$ cat src/rtl/rs_codec_scheduler_pkg.sv
// Shared types and helpers for the RS(15,9) GF(16) codec scheduler.
package rs_pkg;

  localparam int unsigned SYM_W = 4;
  localparam int unsigned N     = 15;
  localparam int unsigned K     = 9;

  typedef enum logic [2:0] {
    ST_DRAIN,
    ST_IDLE,
    ST_ENC_START,
    ST_ENC_WAIT,
    ST_INJECT,
    ST_DEC_START,
    ST_DEC_WAIT,
    ST_DONE
  } state_e;

  // Number of nonzero symbols in a codeword-wide word.
  function automatic logic [3:0] count_nz_symbols(input logic [N*SYM_W-1:0] w);
    logic [3:0] c;
    c = '0;
    for (int unsigned i = 0; i < N; i++) begin
      if (w[i*SYM_W +: SYM_W] != '0) c = c + 4'd1;
    end
    return c;
  endfunction

endpackage

$ cat src/rtl/rs_codec_scheduler_phase_timer.sv
// Settle + timeout counter shared by the encode and decode phases.
// start_i loads the settle count; while run_i is high the settle count
// drains first, then each busy cycle advances the timeout count.
module rs_phase_timer
  import rs_pkg::*;
#(
  parameter int unsigned SETTLE_CYCLES  = 2,
  parameter int unsigned TIMEOUT_CYCLES = 255
) (
  input  logic clk,
  input  logic rst,
  input  logic start_i,
  input  logic run_i,
  input  logic busy_i,
  output logic done_o,
  output logic timeout_o
);

  localparam logic [7:0] SETTLE_LD = 8'(SETTLE_CYCLES);
  localparam logic [7:0] TMO_LAST  = 8'(TIMEOUT_CYCLES - 1);

  logic [7:0] settle_q, settle_d;
  logic [7:0] tcnt_q, tcnt_d;
  logic       post_settle;

  assign post_settle = run_i && (settle_q == '0);
  assign done_o      = post_settle && !busy_i;
  assign timeout_o   = post_settle && busy_i && (tcnt_q == TMO_LAST);

  // Next-state for the settle and timeout counters.
  always_comb begin
    settle_d = settle_q;
    tcnt_d   = tcnt_q;
    if (start_i) begin
      settle_d = SETTLE_LD;
      tcnt_d   = '0;
    end else if (run_i) begin
      if (settle_q != '0) settle_d = settle_q - 8'd1;
      else if (busy_i)    tcnt_d   = tcnt_q + 8'd1;
    end
  end

  // Counter registers.
  always_ff @(posedge clk or posedge rst) begin
    if (rst) begin
      settle_q <= '0;
      tcnt_q   <= '0;
    end else begin
      settle_q <= settle_d;
      tcnt_q   <= tcnt_d;
    end
  end

endmodule

$ cat src/rtl/rs_codec_scheduler.sv
// Transaction sequencer for the RS(15,9) encoder/decoder pair: accepts a
// message plus channel error mask, encodes, injects errors, decodes and
// presents the result with match and diagnostic flags.
module rs_codec_scheduler
  import rs_pkg::*;
#(
  parameter int unsigned SETTLE_CYCLES  = 2,
  parameter int unsigned TIMEOUT_CYCLES = 255,
  parameter int unsigned T_CORRECT      = 3
) (
  input  logic        clk,
  input  logic        rst,
  input  logic        in_valid,
  output logic        in_ready,
  input  logic [35:0] in_message,
  input  logic [59:0] in_error,
  output logic [35:0] enc_message,
  output logic        enc_toggle,
  input  logic        enc_busy,
  input  logic [59:0] enc_codeword,
  output logic [59:0] dec_word,
  output logic        dec_toggle,
  input  logic        dec_busy,
  input  logic [35:0] dec_message,
  output logic        out_valid,
  input  logic        out_ready,
  output logic [35:0] out_message,
  output logic [59:0] out_codeword,
  output logic [3:0]  out_err_symbols,
  output logic        out_match,
  output logic        out_beyond_t,
  output logic        out_timeout
);

  localparam logic [3:0] T_LIM = 4'(T_CORRECT);

  state_e      state_q;
  logic        in_ready_q;
  logic [35:0] msg_q;
  logic [59:0] err_q;
  logic [35:0] enc_message_q;
  logic        enc_toggle_q;
  logic [59:0] dec_word_q;
  logic        dec_toggle_q;
  logic        out_valid_q;
  logic [35:0] out_message_q;
  logic [59:0] out_codeword_q;
  logic [3:0]  err_sym_q;
  logic        match_q;
  logic        beyond_q;
  logic        timeout_q;

  logic tmr_start, tmr_run, tmr_busy, tmr_done, tmr_timeout;

  assign tmr_start = (state_q == ST_ENC_START) || (state_q == ST_DEC_START);
  assign tmr_run   = (state_q == ST_ENC_WAIT)  || (state_q == ST_DEC_WAIT);
  assign tmr_busy  = (state_q == ST_DEC_WAIT) ? dec_busy : enc_busy;

  rs_phase_timer #(
    .SETTLE_CYCLES  (SETTLE_CYCLES),
    .TIMEOUT_CYCLES (TIMEOUT_CYCLES)
  ) u_timer (
    .clk       (clk),
    .rst       (rst),
    .start_i   (tmr_start),
    .run_i     (tmr_run),
    .busy_i    (tmr_busy),
    .done_o    (tmr_done),
    .timeout_o (tmr_timeout)
  );

  // Sequencer FSM with registered outputs.
  always_ff @(posedge clk or posedge rst) begin
    if (rst) begin
      state_q        <= ST_DRAIN;
      in_ready_q     <= 1'b0;
      msg_q          <= '0;
      err_q          <= '0;
      enc_message_q  <= '0;
      enc_toggle_q   <= 1'b0;
      dec_word_q     <= '0;
      dec_toggle_q   <= 1'b0;
      out_valid_q    <= 1'b0;
      out_message_q  <= '0;
      out_codeword_q <= '0;
      err_sym_q      <= '0;
      match_q        <= 1'b0;
      beyond_q       <= 1'b0;
      timeout_q      <= 1'b0;
    end else begin
      case (state_q)
        ST_DRAIN: begin
          if (!enc_busy && !dec_busy) begin
            state_q    <= ST_IDLE;
            in_ready_q <= 1'b1;
          end
        end
        ST_IDLE: begin
          if (in_valid && in_ready_q) begin
            msg_q         <= in_message;
            err_q         <= in_error;
            enc_message_q <= in_message;
            match_q       <= 1'b0;
            beyond_q      <= 1'b0;
            timeout_q     <= 1'b0;
            err_sym_q     <= count_nz_symbols(in_error);
            in_ready_q    <= 1'b0;
            state_q       <= ST_ENC_START;
          end
        end
        ST_ENC_START: begin
          enc_toggle_q <= ~enc_toggle_q;
          state_q      <= ST_ENC_WAIT;
        end
        ST_ENC_WAIT: begin
          if (tmr_done) begin
            out_codeword_q <= enc_codeword;
            state_q        <= ST_INJECT;
          end else if (tmr_timeout) begin
            timeout_q   <= 1'b1;
            match_q     <= 1'b0;
            beyond_q    <= (err_sym_q > T_LIM);
            out_valid_q <= 1'b1;
            state_q     <= ST_DONE;
          end
        end
        ST_INJECT: begin
          dec_word_q <= out_codeword_q ^ err_q;
          state_q    <= ST_DEC_START;
        end
        ST_DEC_START: begin
          dec_toggle_q <= ~dec_toggle_q;
          state_q      <= ST_DEC_WAIT;
        end
        ST_DEC_WAIT: begin
          if (tmr_done) begin
            out_message_q <= dec_message;
            match_q       <= (dec_message == msg_q);
            beyond_q      <= (err_sym_q > T_LIM);
            out_valid_q   <= 1'b1;
            state_q       <= ST_DONE;
          end else if (tmr_timeout) begin
            timeout_q   <= 1'b1;
            match_q     <= 1'b0;
            beyond_q    <= (err_sym_q > T_LIM);
            out_valid_q <= 1'b1;
            state_q     <= ST_DONE;
          end
        end
        ST_DONE: begin
          if (out_ready) begin
            out_valid_q <= 1'b0;
            in_ready_q  <= 1'b1;
            state_q     <= ST_IDLE;
          end
        end
        default: state_q <= ST_DRAIN;
      endcase
    end
  end

  assign in_ready        = in_ready_q;
  assign enc_message     = enc_message_q;
  assign enc_toggle      = enc_toggle_q;
  assign dec_word        = dec_word_q;
  assign dec_toggle      = dec_toggle_q;
  assign out_valid       = out_valid_q;
  assign out_message     = out_message_q;
  assign out_codeword    = out_codeword_q;
  assign out_err_symbols = err_sym_q;
  assign out_match       = match_q;
  assign out_beyond_t    = beyond_q;
  assign out_timeout     = timeout_q;

endmodule
$ cat config.mk
export PLATFORM = sky130hd
export DESIGN_NAME = rs_codec_scheduler
export DESIGN_NICKNAME = d
export VERILOG_FILES = /design/src/rtl/rs_codec_scheduler_pkg.sv /design/src/rtl/rs_codec_scheduler_phase_timer.sv /design/src/rtl/rs_codec_scheduler.sv
export SDC_FILE = /design/constraint.sdc
export NUM_CORES = 1
export LEC_CHECK = 0
export ABC_AREA = 0
export ABC_CLOCK_PERIOD_IN_PS = 29800
export CAP_MARGIN = 20
export CORE_AREA = 3 3 166 168
export DETAILED_ROUTE_END_ITERATION = 10
export DIE_AREA = 0 0 169 171
export PLACE_DENSITY = 0.85
export SLEW_MARGIN = 30
export SYNTH_ARGS = -nofsm -noshare
export SYNTH_HDL_FRONTEND = slang
export SYNTH_SLANG_ARGS = --single-unit
$ cat constraint.sdc
create_clock -name clk -period 29.8 [get_ports clk]
set_input_delay 5.96 -clock clk [delete_from_list [all_inputs] [get_ports clk]]
set_output_delay 5.96 -clock clk [all_outputs]
set_load 0.02 [all_outputs]
==> results.json, run 1 <==
{
  "status": "completed",
  "ant_nets": 0,
  "synth_xor_area_share_pct": 11.02,
  "wl_per_cell_um": 19.29,
  "cts_made_buffers": 31,
  "drtIter0Drc": 793,
  "peakVddDrop_uv": 51.20,
  "drt-total-wl_mm": 39.07,
  "cts_setup_buffers": 0,
  "rsz0062_at_grt": "false",
  "synth_nets": 1494,
  "clock_sink_count": 282,
  "n_antenna_cell": 0,
  "worstPathRequired_ns": 30.20,
  "clock_latency_ns": 0.54,
  "power.leakage_nw": 8.513,
  "dpl_cell_area_um2": 17560,
  "p_per_area_nw_per_um2": 52.35,
  "worstPathMaxFanout": 6,
  "reg2reg_to": "out_beyond_t$_DFFE_PP0P_",
  "grt_pass1_wl_mm": 60.74,
  "post_cts_resized": 0,
  "io_pins": 401,
  "grt-ovfl-total": 0,
  "floorplan.die_area_um2": 28900,
  "critPathSlowestCell": "nor4_1",
  "synthCells": 1280,
  "holdBufCountCts": 0,
  "place_ws_ns": 14.96,
  "slew_headroom_pct": 30.74,
  "synth_fa_ha_area_share_pct": 1.582,
  "async_flop_share_pct": 100.0,
  "drive_gt1_share_pct": 10.88,
  "synth_top_family_by_area": "simple AND/OR/NAND/NOR gates",
  "hp-start": "enc_toggle$_DFFE_PP0P_",
  "fillers": 1867,
  "grt_pass1_vias": 11320,
  "slew_viol_final": 0,
  "tritoncts": "done",
  "grtUsageTotal_pct": 26.16,
  "r2r_slack_ns": 26.66,
  "hold_viol": 0,
  "ys_ff_latch": 282,
  "r2r_cells": 9,
  "clk_path_buf_depth": 3,
  "finalSetupViolations": 0,
  "crit_top_cell": "ha_1",
  "io_buffers": 400,
  "die_w_um": 169,
  "tightestPinTransition_ns": 1.029,
  "rows": 59,
  "period_needed_ns": 14.42,
  "synth_compound_area_share_pct": 5.837,
  "antenna_found_initial": 0,
  "drc": 0,
  "max_stage_delay_ns": 0.89,
  "synthFlopType": "dfrtp_1",
  "worstSetupPathType": "input port to register",
  "seqCellArea_um2": 7057,
  "cts-root-buf": "clkbuf_16",
  "start_util_pct": 51.00,
  "reg2reg_from": "u_timer.settle_q[2]$_DFFE_PP0P_",
  "fin_nets": 1883,
  "synth_cell_types": 74,
  "clock_skew_ns": 0.008921,
  "ys_seq_area_share_pct": 53.10,
  "fmax_mhz": 69.36,
  "synth-simple-area-share_pct": 17.31,
  "endpoint_kind": "register",
  "hold_depth": 1,
  "fin_util_pct": 71.19,
  "dp_hpwl_mm": 28.69,
  "ys_warn_count": 0,
  "synth.area.mux_share_pct": 8.446,
  "cts.clk_slew.worst_paths_ns": 0.06,
  "design_area_um2": 18550,
  "finalCritPeriodShare_pct": 48.38,
  "hold_class": "register to register",
  "synthesis.area_um2": 13290,
  "num_vias": 10860,
  "coreArea_um2": 26060,
  "synth_edf_count": 0,
  "holdPathEnd": "enc_toggle$_DFFE_PP0P_",
  "cts_max_level": 1,
  "drt_first_pass_iters": 5,
  "worst_ep_arrival_time_ns": 14.82,
  "startpoint_type": "input port",
  "tns_ns": 0,
  "via_per_inst": 5.361,
  "syn2layout_area_growth_pct": 39.60,
  "die_height_um": 171,
  "drv_cap": 0,
  "grt_max_degree": 147,
  "multiInputGateArea_um2": 5911,
  "hold_ws_ns": 0.4852,
  "gp_congestion": 0.9075,
  "setup_slack_ns": 15.38,
  "avgSynthCellArea_um2": 10.38
}
[layout make-up]
type | count | share of cell area [%]
clock buffer | 47 | 4.775
clock inverter | 8 | 0.5261
inverter | 15 | 0.3709
multi-input combinational | 925 | 31.86
sequential | 282 | 38.04
tap | 335 | 2.259
timing repair buffer | 414 | 22.17
[per-stage QoR]
stage,instances,total power [mW]
2_1_floorplan,1280,0.5395
3_3_place_gp,1971,0.5911
3_5_place_dp,1971,0.6020
4_1_cts,2026,0.9773
5_1_grt,2026,1.012
6_report,2026,0.9711
[power by group]
group | internal (mW) | switching (mW) | total, mW
registers | 0.386 | 0.00139 | 0.387
logic | 0.110 | 0.102 | 0.212
clock network | 0.221 | 0.151 | 0.372
[synth_stat cells (2+ instances only)]
cell      count  share of area [%]
and3_1        4               0.19
nand3b_1      3               0.17
nor4_1       18               0.85
o21ai_0      11               0.41
xor2_1       32                2.1
mux2_2       97                8.2
nor3b_1       2               0.11
buf_1         2              0.057
a22o_1        2               0.13
or4_1         9               0.51
and2_1        2              0.094
clkbuf_8      2               0.21
buf_6         2               0.17
o21a_1        3               0.17
a31oi_1       2              0.094
nor2_1       98                2.8
nand2_1     327                9.2
a22oi_1       2               0.11
dfrtp_1     282                 53
xnor2_2       3               0.37
nor3_1       13               0.49
nand4_1      12               0.56
ha_1         16                1.5
nor4b_1       2               0.13
o22ai_1       5               0.24
nand2b_1      7               0.33
mux2i_1       3               0.23
nor4_4        2               0.32
o211ai_1      2               0.11
o21ai_1       2              0.075
xnor2_1     113                7.4
xnor3_1       3               0.51
a21oi_1      74                2.8
inv_1        15               0.42
nand3_1      14               0.53
nor4_2        2               0.19
clkbuf_1     49                1.4
or3_1         7               0.33
[worst max-delay path: cells and delay by family]
family                     cells  cell delay (ns)
and+or+nand+nor               11             2.79
adders and majority gates      7             2.04
AOI/OAI and AO/OA              6             1.66
xor gates and xnor gates       8             1.65
buffers and inverters          4             0.71
[registers in the layout, indices dropped and copies added, names as in the netlist]
name              count
out_beyond_t          1
enc_message          36
dec_toggle            1
u_timer.tcnt_q        8
out_message          36
out_timeout           1
dec_word             60
out_valid             1
out_codeword         60
err_q                60
enc_toggle            1
state_q               3
u_timer.settle_q      8
out_match             1
in_ready              1
out_err_symbols       4
[how the worst max path moves through the flow]
stage / from / endpoint / slack (ns) / cells past startpoint
floorplan: rst / dec_toggle$_DFFE_PP0P_ / 16.06 / 1
global placement: in_error[0] / out_err_symbols[3]$_DFFE_PP0P_ / 15.30 / 34
detailed placement: in_error[4] / out_err_symbols[3]$_DFFE_PP0P_ / 14.96 / 36
CTS: in_error[4] / out_err_symbols[3]$_DFFE_PP0P_ / 15.51 / 36
global route: in_error[4] / out_err_symbols[3]$_DFFE_PP0P_ / 14.94 / 36
finish: in_error[4] / out_err_symbols[3]$_DFFE_PP0P_ / 15.38 / 36
[cells by family after synthesis]
logic type	Yosys count
adders and majority gates	17
xor gates and xnor gates	154
AOI/OAI and AO/OA	125
and+or+nand+nor	529
DFF	282
muxes	100
buffers and inverters	73
[layout by cell type (no fill, tap or decap), types with 3 or more instances in the layout]
master,netlist,layout
a21oi_1,74,74
and3_1,4,4
buf_4,0,13
clkbuf_1,49,11
clkbuf_16,1,31
clkbuf_8,2,5
clkdlybuf4s50_1,0,400
clkinv_2,0,4
dfrtp_1,282,282
ha_1,16,16
inv_1,15,14
mux2_2,97,97
mux2i_1,3,3
nand2_1,327,327
nand2b_1,7,7
nand3_1,14,14
nand3b_1,3,3
nand4_1,12,12
nor2_1,98,98
nor3_1,13,11
nor3_2,1,3
nor4_1,18,15
nor4_2,2,5
o21a_1,3,3
o21ai_0,11,11
o22ai_1,5,5
or3_1,7,6
or4_1,9,9
xnor2_1,113,113
xnor2_2,3,3
xnor3_1,3,3
xor2_1,32,32
[per-layer routing]
layer  GRT usage, %  wire length [um]  share of wire [%]
met3          5.106              2515                6.4
met5              0                 0                  0
met4          6.634              1029                2.6
met1          33.58             15610                 40
met2          45.98             19920                 51
No activity file was read; power rests on OpenSTA's default activity.
==> run 2, diff against run 1 <==
ABC_CLOCK_PERIOD_IN_PS = 14300   (was 29800)
CORE_AREA = 3 3 171 173   (was 3 3 166 168)
DIE_AREA = 0 0 174 176   (was 0 0 169 171)
PLACE_DENSITY = 0.81   (was 0.85)
clock period = 14.3 ns   (was 29.8 ns; I/O delays follow)
==> results.json, run 2 (synthesis results as in run 1) <==
{
  "hold_viol": 0,
  "io_buffers": 400,
  "power_mw": 2.042,
  "worstPathMaxFanout": 10,
  "cts_setup_buffers": 0,
  "tritoncts": "done",
  "max_stage_delay_ns": 0.74,
  "critPathSlowestCell": "a222oi_1",
  "clock_sink_count": 282,
  "grt_pass1_wl_mm": 59.69,
  "worstPathRequired_ns": 14.73,
  "die_w_um": 174,
  "switching_power_mw": 0.5264,
  "cts_max_level": 1,
  "ant_nets": 0,
  "antenna_found_initial": 0,
  "rows": 61,
  "drt-total-wl_mm": 38.06,
  "slew_headroom_pct": 39.23,
  "num_vias": 10720,
  "n_antenna_cell": 0,
  "comb_power_share_pct": 21.4,
  "clock_latency_ns": 0.55,
  "period_needed_ns": 10.99,
  "cts_made_buffers": 31,
  "design_area_um2": 18690,
  "critPathBufInv": 3,
  "slew_viol_final": 0,
  "drt_first_pass_iters": 5,
  "finalCritPeriodShare_pct": 76.83,
  "dpl_cell_area_um2": 17610,
  "switching_share_pct": 25.78,
  "peakVddDrop_uv": 97.81,
  "hold_ws_ns": 0.4809,
  "cts-root-buf": "clkbuf_16",
  "drc": 0,
  "drtIter0Drc": 671,
  "internal_power_mw": 1.515,
  "coreArea_um2": 27780,
  "mostFrequentLayoutCells": "400 x clkdlybuf4s50_1, 327 x nand2_1, 282 x dfrtp_1, 113 x xnor2_1, 98 x nor2_1",
  "floorplan.die_area_um2": 30620,
  "fin_nets": 1884,
  "startpoint_type": "input port",
  "die_height_um": 176,
  "power.leakage_nw": 8.554,
  "wl_per_cell_um": 18.37,
  "grt-ovfl-total": 0,
  "syn2layout_area_growth_pct": 40.61,
  "grt_max_degree": 181,
  "clock_skew_ns": 0.01517,
  "fmax_mhz": 91.02,
  "worst_ep_arrival_time_ns": 11.42,
  "tightestPinTransition_ns": 0.9116,
  "p_seq_share_pct": 39.5,
  "setup_slack_ns": 3.314,
  "holdBufCountCts": 0,
  "start_util_pct": 47.83,
  "layout_commonest_cell": "clkdlybuf4s50_1",
  "crit_top_cell": "ha_1",
  "via_per_inst": 5.172,
  "endpoint_kind": "register",
  "place_ws_ns": 2.504,
  "crit_family": "adder cells",
  "drv_cap": 0,
  "clk_path_buf_depth": 3,
  "dp_hpwl_mm": 27.84,
  "finalSetupViolations": 0,
  "status": "completed",
  "clockPowerShare_pct": 39.1,
  "worstSetupPathType": "input port to register",
  "tns_ns": 0,
  "cts.clk_slew.worst_paths_ns": 0.06,
  "p_per_area_nw_per_um2": 109.3,
  "grt_pass1_vias": 10900,
  "gp_congestion": 0.8624,
  "hold_class": "register to register",
  "io_pins": 401,
  "drive_gt1_share_pct": 11.10,
  "grtUsageTotal_pct": 24.22,
  "post_cts_resized": 0,
  "rsz0062_at_grt": "false"
}
==> run 2: per-layer routing <==
layer / track usage (%) / vias up / wire [um]
li1: - / 5063 / -
met1: 31.35 / 5230 / 15610
met2: 40.71 / 345 / 18540
met3: 5.097 / 79 / 2451
met4: 8.345 / 0 / 1451
met5: 0 / - / 0
==> run 2: final cells by class <==
class	instances	area (um2)
timing repair buffer	415	4149
multi-input combinational	925	5911
clock inverter	7	95.09
clock buffer	50	937.1
sequential	282	7057
fill	2142	9096
inverter	15	63.81
tap	378	473.0
==> run 2: power by group through the flow <==
stage,Clock [mW],Sequential (mW),Combinational [mW]
after global routing,0.850,0.806,0.483
after detailed placement,0,0.820,0.434
final,0.798,0.806,0.437
after floorplan,0,0.827,0.297
after global placement,0,0.820,0.413
after CTS,0.817,0.806,0.437
==> run 2: per-stage QoR <==
step | util [%] | std cells
CTS | 67.11 | 2071
global route | 67.26 | 2072
detailed placement | 63.40 | 2014
floorplan | - | 1280
global placement | 63.38 | 2014
finish | 67.26 | 2072
==> run 2: worst register-to-register path: stages (launching register included) <==
cell	delay (ns)
dfrtp_1	0.42
nor3_1	0.28
nand2b_1	0.15
nor4b_1	0.39
nand2_1	0.11
a21oi_1	0.55
nand3_1	0.37
nand2_1	0.20
mux2_2	0.34
a22o_1	0.23
==> run 2: final timing paths <==
path | from | endpoint | slack, ns | depth (start not counted)
max in group asynchronous | rst | dec_word[8]$_DFFE_PP0P_ | 10.01 | 4
min in group asynchronous | rst | out_codeword[11]$_DFFE_PP0P_ | 2.79 | 2
worst max-delay path | in_error[0] | out_err_symbols[3]$_DFFE_PP0P_ | 3.31 | 34
worst min register to register | dec_toggle$_DFFE_PP0P_ | dec_toggle$_DFFE_PP0P_ | 0.48 | 1
worst min-delay path | dec_toggle$_DFFE_PP0P_ | dec_toggle$_DFFE_PP0P_ | 0.48 | 1
worst max register to register | u_timer.settle_q[2]$_DFFE_PP0P_ | out_beyond_t$_DFFE_PP0P_ | 11.14 | 9
